## src/rtl/stoch_pkg.sv

```systemverilog
// Shared types and width helpers for the stochastic max-pool channel scheduler.
package stoch_pkg;

    typedef enum logic [1:0] {
        IDLE  = 2'd0,
        CLEAR = 2'd1,
        RUN   = 2'd2,
        DONE  = 2'd3
    } state_t;

    localparam int DEF_CHANNELS   = 256;
    localparam int DEF_STREAM_LEN = 256;

    // Never returns 0 so single-value ranges still get a 1-bit vector.
    function automatic int width_for(input int n);
        return (n > 1) ? $clog2(n) : 1;
    endfunction

    localparam int CH_W   = width_for(DEF_CHANNELS);
    localparam int BEAT_W = width_for(DEF_STREAM_LEN + 1);

    typedef struct packed {
        state_t      state;
        logic [15:0] beat;
        logic [15:0] clr;
    } dbg_t;

endpackage

```

## src/rtl/stoch_maxpool_sched_if.sv

```systemverilog
// Control bundle between upstream source, scheduler and pool/capture logic.
interface stoch_maxpool_sched_if #(
    parameter int CH_W = stoch_pkg::CH_W
);
    import stoch_pkg::*;

    // Upstream bit is consumed exactly on cycles where x_valid && x_ready.
    logic            start;
    logic            x_valid;
    logic            x_ready;
    logic [CH_W-1:0] ch_sel;
    logic            pool_clr;
    logic            pool_en;
    logic            y_valid;
    logic            busy;
    logic            done;
    dbg_t            dbg;

    modport master (
        output start, x_valid,
        input  x_ready, ch_sel, pool_clr, pool_en, y_valid, busy, done, dbg
    );

    modport slave (
        input  start, x_valid,
        output x_ready, ch_sel, pool_clr, pool_en, y_valid, busy, done, dbg
    );

endinterface

```

## src/rtl/stoch_beat_counter.sv

```systemverilog
// Up-counter with synchronous clear (priority) and a terminal-count flag at LIMIT-1.
module stoch_beat_counter #(
    parameter int W     = 4,
    parameter int LIMIT = 4
) (
    input  logic         clk,
    input  logic         rst,
    input  logic         clr,
    input  logic         en,
    output logic [W-1:0] count,
    output logic         tc
);

    always_ff @(posedge clk or posedge rst) begin
        if (rst) begin
            count <= '0;
        end else if (clr) begin
            count <= '0;
        end else if (en) begin
            count <= count + 1'b1;
        end
    end

    assign tc = (count == W'(LIMIT - 1));

endmodule

```

## src/rtl/stoch_maxpool_sched.sv

```systemverilog
// Channel sequencer for a shared stochastic max-pool array: CLEAR then RUN per channel.
// Optional macro STOCH_MAXPOOL_WARMUP_EN masks y_valid for the first WARMUP beats.
module stoch_maxpool_sched
    import stoch_pkg::*;
#(
    parameter int CHANNELS   = DEF_CHANNELS,
    parameter int STREAM_LEN = DEF_STREAM_LEN,
    parameter int CLR_CYCLES = 2,
    parameter int WARMUP     = 16
) (
    input  logic                 CLK,
    input  logic                 RST,
    stoch_maxpool_sched_if.slave bus
);

    localparam int CW_CH = width_for(CHANNELS);
    localparam int CW_BT = width_for(STREAM_LEN + 1);
    localparam int CW_CL = width_for(CLR_CYCLES + 1);

    if (CLR_CYCLES < 1 || WARMUP >= STREAM_LEN) begin : g_bad_cfg
        $error("stoch_maxpool_sched: need CLR_CYCLES >= 1 and WARMUP < STREAM_LEN");
    end

    state_t             state;
    state_t             state_nx;
    logic [CW_CH-1:0]   ch_q;
    logic [CW_BT-1:0]   beat_cnt;
    logic [CW_CL-1:0]   clr_cnt;
    logic               beat_tc;
    logic               clr_tc;
    logic               beat;
    logic               last_beat;
    logic               last_ch;
    logic               warm_ok;
    logic               x_ready_c;
    logic               pool_clr_c;
    logic               pool_en_c;
    logic               busy_c;
    logic               done_c;

    assign beat      = (state == RUN) && bus.x_valid;
    assign last_beat = beat && beat_tc;
    assign last_ch   = (ch_q == CW_CH'(CHANNELS - 1));

    // Cleared on the final beat so the count is already zero when CLEAR begins.
    stoch_beat_counter #(.W(CW_BT), .LIMIT(STREAM_LEN)) u_beat_cnt (
        .clk   (CLK),
        .rst   (RST),
        .clr   (last_beat || (state != RUN)),
        .en    (beat),
        .count (beat_cnt),
        .tc    (beat_tc)
    );

    stoch_beat_counter #(.W(CW_CL), .LIMIT(CLR_CYCLES)) u_clr_cnt (
        .clk   (CLK),
        .rst   (RST),
        .clr   (state != CLEAR),
        .en    (state == CLEAR),
        .count (clr_cnt),
        .tc    (clr_tc)
    );

    always_ff @(posedge CLK or posedge RST) begin
        if (RST) begin
            state <= IDLE;
        end else begin
            state <= state_nx;
        end
    end

    always_comb begin
        state_nx = state;
        case (state)
            IDLE:    if (bus.start) state_nx = CLEAR;
            CLEAR:   if (clr_tc) state_nx = RUN;
            RUN:     if (last_beat) state_nx = last_ch ? DONE : CLEAR;
            DONE:    state_nx = IDLE;
            default: state_nx = IDLE;
        endcase
    end

    always_comb begin
        x_ready_c  = 1'b0;
        pool_clr_c = 1'b0;
        pool_en_c  = 1'b0;
        busy_c     = 1'b1;
        done_c     = 1'b0;
        case (state)
            IDLE: begin
                pool_clr_c = 1'b1;
                busy_c     = 1'b0;
            end
            CLEAR: pool_clr_c = 1'b1;
            RUN: begin
                x_ready_c = 1'b1;
                pool_en_c = bus.x_valid;
            end
            DONE:    done_c = 1'b1;
            default: busy_c = 1'b0;
        endcase
    end

    always_ff @(posedge CLK or posedge RST) begin
        if (RST) begin
            ch_q <= '0;
        end else if (state == DONE) begin
            ch_q <= '0;
        end else if (last_beat && !last_ch) begin
            ch_q <= ch_q + 1'b1;
        end
    end

`ifdef STOCH_MAXPOOL_WARMUP_EN
    assign warm_ok = (beat_cnt >= CW_BT'(WARMUP));
`else
    assign warm_ok = 1'b1;
`endif

    assign bus.x_ready   = x_ready_c;
    assign bus.pool_clr  = pool_clr_c;
    assign bus.pool_en   = pool_en_c;
    assign bus.y_valid   = pool_en_c && warm_ok;
    assign bus.busy      = busy_c;
    assign bus.done      = done_c;
    assign bus.ch_sel    = ch_q;
    assign bus.dbg.state = state;
    assign bus.dbg.beat  = 16'(beat_cnt);
    assign bus.dbg.clr   = 16'(clr_cnt);

endmodule
```

## src/flat_wrapper.sv

```systemverilog
// flat-port wrapper written by rule: the top's interface ports become plain ports
module stoch_maxpool_sched_flat import stoch_pkg::*;
#(
    parameter int CHANNELS   = DEF_CHANNELS,
    parameter int STREAM_LEN = DEF_STREAM_LEN,
    parameter int CLR_CYCLES = 2,
    parameter int WARMUP     = 16
)
  (CLK, RST, bus_start, bus_x_valid, bus_x_ready, bus_ch_sel, bus_pool_clr, bus_pool_en, bus_y_valid, bus_busy, bus_done, bus_dbg);
  stoch_maxpool_sched_if bus_i ();
  input  logic CLK;
  input  logic RST;
  input wire logic [$bits(bus_i.start)-1:0] bus_start;
  input wire logic [$bits(bus_i.x_valid)-1:0] bus_x_valid;
  output wire logic [$bits(bus_i.x_ready)-1:0] bus_x_ready;
  output wire logic [$bits(bus_i.ch_sel)-1:0] bus_ch_sel;
  output wire logic [$bits(bus_i.pool_clr)-1:0] bus_pool_clr;
  output wire logic [$bits(bus_i.pool_en)-1:0] bus_pool_en;
  output wire logic [$bits(bus_i.y_valid)-1:0] bus_y_valid;
  output wire logic [$bits(bus_i.busy)-1:0] bus_busy;
  output wire logic [$bits(bus_i.done)-1:0] bus_done;
  output wire logic [$bits(bus_i.dbg)-1:0] bus_dbg;
  assign bus_i.start = bus_start;
  assign bus_i.x_valid = bus_x_valid;
  assign bus_x_ready = bus_i.x_ready;
  assign bus_ch_sel = bus_i.ch_sel;
  assign bus_pool_clr = bus_i.pool_clr;
  assign bus_pool_en = bus_i.pool_en;
  assign bus_y_valid = bus_i.y_valid;
  assign bus_busy = bus_i.busy;
  assign bus_done = bus_i.done;
  assign bus_dbg = bus_i.dbg;
  stoch_maxpool_sched #(.CHANNELS(CHANNELS), .STREAM_LEN(STREAM_LEN), .CLR_CYCLES(CLR_CYCLES), .WARMUP(WARMUP)) u_core (.CLK(CLK), .RST(RST), .bus(bus_i));
endmodule
```

## config.mk

```make
export PLATFORM = sky130hd
export DESIGN_NAME = stoch_maxpool_sched_flat
export DESIGN_NICKNAME = d
export VERILOG_FILES = /design/src/rtl/stoch_pkg.sv /design/src/rtl/stoch_maxpool_sched_if.sv /design/src/rtl/stoch_beat_counter.sv /design/src/rtl/stoch_maxpool_sched.sv /design/src/flat_wrapper.sv
export SDC_FILE = /design/constraint.sdc
export NUM_CORES = 1
export LEC_CHECK = 0
export CORE_ASPECT_RATIO = 0.7
export CORE_MARGIN = 3
export CORE_UTILIZATION = 47
export DETAILED_ROUTE_END_ITERATION = 10
export PLACE_DENSITY = 0.95
export SYNTH_ARGS = -nofsm -noshare
export SYNTH_HDL_FRONTEND = slang
export SYNTH_SLANG_ARGS = --single-unit
```

## constraint.sdc

```tcl
create_clock -name CLK -period 5.7 [get_ports CLK]
set_input_delay 1.14 -clock CLK [delete_from_list [all_inputs] [get_ports CLK]]
set_output_delay 1.14 -clock CLK [all_outputs]
set_load 0.02 [all_outputs]
```

==> results of run 1 <==
[area by class of cell]
class                   instances  share of cell area [%]
clock buffers                   4                    2.78
inverters                      11                    2.55
multi-input cells             110                    41.0
flip-flops and latches         21                    32.5
well taps                      34                    2.63
repair buffers                 30                    18.6
[kinds of logic (layout without fill, tap and decap cells)]
logic type / after synthesis / in the layout / synth area share, %
AO/OA/AOI/OAI: 30 / 30 / 15.3
buffers and inverters: 38 / 45 / 17.7
adder cells (fa/ha/maj): 4 / 4 / 3.70
flip-flops: 21 / 21 / 38.8
AND/OR/NAND/NOR: 50 / 50 / 20.5
other: 1 / 21 / 0.277
multiplexers: 5 / 5 / 3.70
[through the flow]
stage	hold WS, ns	setup WS, ns
finish	0.472	1.72
global route	0.501	1.60
floorplan	0.561	2.64
detailed placement	0.455	1.74
CTS	0.469	1.73
global placement	0.446	1.79
[state kept, by name, summed over array words and instances, names as in the netlist]
name,cells
u_core.bus.ch_sel,8
u_core.state,2
u_core.u_beat_cnt.count,9
u_core.u_clr_cnt.count,2
[worst max-delay path, delay by kind of cell]
| kind | cells | cell delay, ns |
|---|---|---|
| and+or+nand+nor | 1 | 0.17 |
| buffers and inverters | 3 | 1.53 |
[placed cells by master, fill, tap and decap left out, types with 2 or more instances in the layout]
| cell | synthesis | routed |
|---|---|---|
| o311ai_0 | 2 | 2 |
| clkbuf_8 | 0 | 3 |
| a21oi_1 | 9 | 9 |
| mux2i_1 | 5 | 5 |
| inv_1 | 11 | 11 |
| and3_1 | 3 | 3 |
| nand2_1 | 15 | 15 |
| nand4b_1 | 2 | 2 |
| nand3_1 | 5 | 5 |
| a211oi_1 | 2 | 2 |
| nand4_1 | 3 | 3 |
| conb_1 | 1 | 21 |
| ha_1 | 4 | 4 |
| o311a_1 | 2 | 2 |
| clkdlybuf4s50_1 | 0 | 30 |
| a31oi_1 | 2 | 2 |
| nand2b_1 | 2 | 2 |
| nor3_1 | 2 | 2 |
| or4_1 | 3 | 3 |
| o21ai_0 | 4 | 4 |
| dfrtp_1 | 21 | 21 |
| nor3b_1 | 2 | 2 |
| nor2_1 | 7 | 7 |
[final timing paths]
path | to | start | depth (start not counted) | slack [ns]
setup / recovery | bus_pool_en | bus_x_valid | 4 | 1.72
hold / removal | u_core.u_clr_cnt.count[0] | u_core.u_clr_cnt.count[0] | 1 | 0.47
setup reg to reg | u_core.bus.ch_sel[6] | u_core.u_beat_cnt.count[0] | 7 | 3.49
hold reg to reg | u_core.u_clr_cnt.count[0] | u_core.u_clr_cnt.count[0] | 1 | 0.47
max in group asynchronous | u_core.u_beat_cnt.count[1] | RST | 2 | 3.86
min in group asynchronous | u_core.u_beat_cnt.count[4] | RST | 2 | 1.34
[metal layers]
| metal | up-vias | global-route usage, % |
|---|---|---|
| li1 | 539 | - |
| met1 | 572 | 25.2 |
| met2 | 63 | 30.3 |
| met3 | 9 | 5.50 |
| met4 | 0 | 6.37 |
| met5 | - | 0 |
[report_power, final]
group | switching, uW | internal, uW
Sequential | 20.5 | 164
Clock | 48.5 | 49.9
Combinational | 95.2 | 67.8
==> results.cfg, run 1 <==
[worst_setup_path]
slowest_delay_ns = 0.69
worstPathArrival_ns = 2.84
worst_path_max_delay_cell = clkdlybuf4s50_1
worstPathCellList = clkdlybuf4s50_1 > inv_1 > nor2_1 > clkdlybuf4s50_1
cp-end-kind = output port
crit_path_frequent_cell = clkdlybuf4s50_1
start_kind = primary input
cp_max_fo = 10
crit_type = in2out
required_ns = 4.56

[cells_and_area]
nets = 185
postLayoutCoreUtil_pct = 62.5
antennaDiodeCount = 0
n_fill_cell = 215
final_area_mm2 = 0.00162
multi_input_area_um2 = 663
drive_gt1_share_pct = 3.98
final-seq-area_um2 = 526
layoutNonFillerInstCount = 210
area_delta_synth_final_pct = 19.5

[power]
p_total_uw = 446
power_per_cell_area_mw_per_mm2 = 276
irDropWorstVdd_mv = 0.263
p_leak_uw = 0.000708

[cts]
cts_tree = yes
clkSinkCount = 21
clk_path_buf_depth = 2
cts_buffers = 3
worstSkewPairLatency_ns = 0.26
cts_root_buf = clkbuf_8
post_cts_resized = 0
htree_levels = 1
post_cts_buffers = 0
cts_hold_buf = 0
path_clk_slew_ns = 0.07

[synth]
yosysSeqAreaShare_pct = 38.8
yosysTopAreaCell = dfrtp_1
syn-instance-count = 149
ys_ff_latch = 21
yosys-top-cells-count = buf_4 (23), dfrtp_1 (21), nand2_1 (15), inv_1 (11), a21oi_1 (9)
ys_warn_count = 0
synth_top_cell_area_share_pct = 38.8
ys.flop_type = dfrtp_1
synth_edf_count = 0
avgSynthCellArea_um2 = 9.09
syn_area_mm2 = 0.00135
synth.most_common_cell = buf_4
netlist_top_cells_area = dfrtp_1 (39%), buf_4 (13%), nand2_1 (4.2%), ha_1 (3.7%), mux2i_1 (3.7%)
synthDistinctLibCells = 40
synthArstFlopShare_pct = 100

[routing]
ant_nets = 0
firstDrtPassIters = 4
m1WireLength_um = 1390
drc = 0
routed_wirelength_um = 3260
wire_per_inst_um = 15.5
wl_met2_um = 1550
drt-initial-drc-count = 121
wl_met3_um = 261
vias = 1183
post_drt_via_cell_ratio = 5.63
routed.top_layer = met4

[global_routing]
grt_max_degree = 22
grt_use_total_pct = 19.1
grt_pass1_wl_um = 5330
grt_pass1_vias = 1097
grt_antenna_before_repair = 0
grt_overflow_total = 0

[timing]
tightest_slew_ns = 0.796
hold_viol = 0
rsz0062_at_grt = false
maxSlewViolCount = 0
setup_tns_ns = 0
setup_violations = 0
period_needed_ns = 3.98
worst_clock_skew_ns = 0.00328
fmax_mhz = 251
relSlewSlack_pct = 46.9
finalCritPeriodShare_pct = 69.8

[placed_design]
io_buffers = 30
gp_congestion = 0.968
place_inst = 206
placed_cell_area_mm2 = 0.00157
dp_hpwl_um = 2470

[die]
die_h_um = 50.9
initial_core_util_pct = 52.3
std_cell_rows = 15
coreArea_mm2 = 0.00259
die_w_um = 70.1
ios = 52
dieArea_mm2 = 0.00357

[worst_hold_path]
hp-class = reg2reg

[outcome]
status = finished clean

[flow_run]
cap_violations = 0
(Power assumes the default switching activity.)
==> run 2, diff against run 1 <==
CORE_UTILIZATION = 39   (was 47)
PLACE_DENSITY = 0.87   (was 0.95)
clock period = 3.2 ns   (was 5.7 ns; I/O delays follow)
==> results.cfg, run 2 (synthesis results as in run 1) <==
[power]
p_leak_uw = 0.000713
power_per_cell_area_mw_per_mm2 = 481
p_total_uw = 790
sw_frac_of_total_pct = 36.4
p_int_uw = 502
irDropWorstVdd_mv = 0.430
p_seq_share_pct = 41.4
switchingPower_uw = 288
power_frac_clock_pct = 22.2
combPwrFrac_pct = 36.4

[cells_and_area]
n_fill_cell = 326
antennaDiodeCount = 0
nets = 186
drive_gt1_share_pct = 4.52
largest_register = u_core.u_beat_cnt.count
area_delta_synth_final_pct = 21.3
layout_common_cells = clkdlybuf4s50_1 (30), conb_1 (21), dfrtp_1 (21)
largest_register_ff_count = 9
final_common_cell = clkdlybuf4s50_1
postLayoutCoreUtil_pct = 50.8

[cts]
cts_buffers = 3
post_cts_buffers = 0
clk_path_buf_depth = 2
cts_hold_buf = 0
path_clk_slew_ns = 0.07
worstSkewPairLatency_ns = 0.26
post_cts_resized = 0
htree_levels = 1
cts_tree = yes
cts_root_buf = clkbuf_8
clkSinkCount = 21

[timing]
worst_clock_skew_ns = 0.00369
maxSlewViolCount = 0
finalCritPeriodShare_pct = 82.5
tightest_slew_ns = 0.820
hold_viol = 0
setup_violations = 0
setup_tns_ns = 0
relSlewSlack_pct = 45.3
fmax_mhz = 379
rsz0062_at_grt = false
period_needed_ns = 2.64

[routing]
vias = 1135
drc = 0
post_drt_via_cell_ratio = 5.07
wire_per_inst_um = 13.0
routed_wirelength_um = 2920
ant_nets = 0
drt-initial-drc-count = 65
firstDrtPassIters = 4

[die]
die_h_um = 55.3
ios = 52
coreArea_mm2 = 0.00323
dieArea_mm2 = 0.00423
die_w_um = 76.4
initial_core_util_pct = 41.9
std_cell_rows = 17

[worst_setup_path]
worstPathArrival_ns = 2.00
r2r_start = u_core.u_beat_cnt.count[0]
crit_end = bus_pool_en
regToRegSetupSlack_ns = 1.03
cp-end-kind = output port
rr_worst_depth = 7
timing.rr.end = u_core.bus.ch_sel[6]
crit_path_frequent_cell = clkdlybuf4s50_1
cp-startpoint = bus_x_valid
slowest_delay_ns = 0.63
worstPathCellList = clkdlybuf4s50_1 > inv_1 > nor2_1 > clkdlybuf4s50_1
cp_max_fo = 6
start_kind = primary input
worst_path_max_delay_cell = clkdlybuf4s50_1
required_ns = 2.56
crit_type = in2out

[placed_design]
io_buffers = 30
dp_hpwl_um = 2180
gp_congestion = 0.946

[global_routing]
grt_overflow_total = 0
grt_use_total_pct = 13.6
grt_antenna_before_repair = 0
grt_pass1_vias = 1021
grt_pass1_wl_um = 4710
grt_max_degree = 22

[outcome]
status = finished clean

[flow_run]
cap_violations = 0

[worst_hold_path]
hp-class = reg2reg
==> run 2: routing by layer <==
metal	GRT usage, %	vias up	part of all wire, %
met5	0	-	0
met4	3.10	0	0.27
met3	4.89	2	7.5
met2	20.0	49	45
met1	19.0	543	47
li1	-	541	-
==> run 2: power groups by stage <==
stage / combinational (uW) / clock [uW] / sequential [uW]
after global placement: 285 / 0 / 330
after global routing: 310 / 194 / 332
after floorplan: 161 / 0 / 359
after detailed placement: 289 / 0 / 332
after CTS: 290 / 179 / 327
final: 287 / 175 / 327
==> run 2: per-stage QoR <==
stage | cell area, um^2 | instances | worst slack [ns] | hold WS (ns)
floorplan | 1430 | 169 | 1.14 | 0.561
global placement | 1600 | 220 | 0.557 | 0.452
detailed placement | 1600 | 220 | 0.562 | 0.458
CTS | 1640 | 224 | 0.550 | 0.472
global route | 1640 | 224 | 0.477 | 0.502
finish | 1640 | 224 | 0.561 | 0.474
==> run 2: worst max-delay path: cells and delay by family <==
| kind | cells | cell delay (ns) |
|---|---|---|
| buffers and inverters | 3 | 1.20 |
| AND/OR/NAND/NOR | 1 | 0.15 |
==> run 2: worst min-delay path by stage <==
| stage | start | endpoint | slack, ns | cells after the start |
|---|---|---|---|---|
| 4_1_cts | u_core.u_clr_cnt.count[0] | u_core.u_clr_cnt.count[0] | 0.47 | 1 |
| 5_1_grt | u_core.u_clr_cnt.count[0] | u_core.u_clr_cnt.count[0] | 0.50 | 1 |
| 6_report | u_core.u_clr_cnt.count[0] | u_core.u_clr_cnt.count[0] | 0.47 | 1 |
| 2_1_floorplan | u_core.u_clr_cnt.count[0] | u_core.u_clr_cnt.count[0] | 0.56 | 1 |
| 3_3_place_gp | u_core.u_clr_cnt.count[0] | u_core.u_clr_cnt.count[0] | 0.45 | 1 |
| 3_5_place_dp | u_core.u_clr_cnt.count[0] | u_core.u_clr_cnt.count[0] | 0.46 | 1 |
==> run 2: layout make-up <==
| class | count | area, um^2 | area share (%) |
|---|---|---|---|
| timing repair buffer | 31 | 308 | 18.8 |
| inverter | 11 | 41.3 | 2.52 |
| clock buffer | 4 | 45.0 | 2.74 |
| multi-input combinational | 110 | 663 | 40.4 |
| sequential | 21 | 526 | 32.0 |
| tap | 47 | 58.8 | 3.58 |
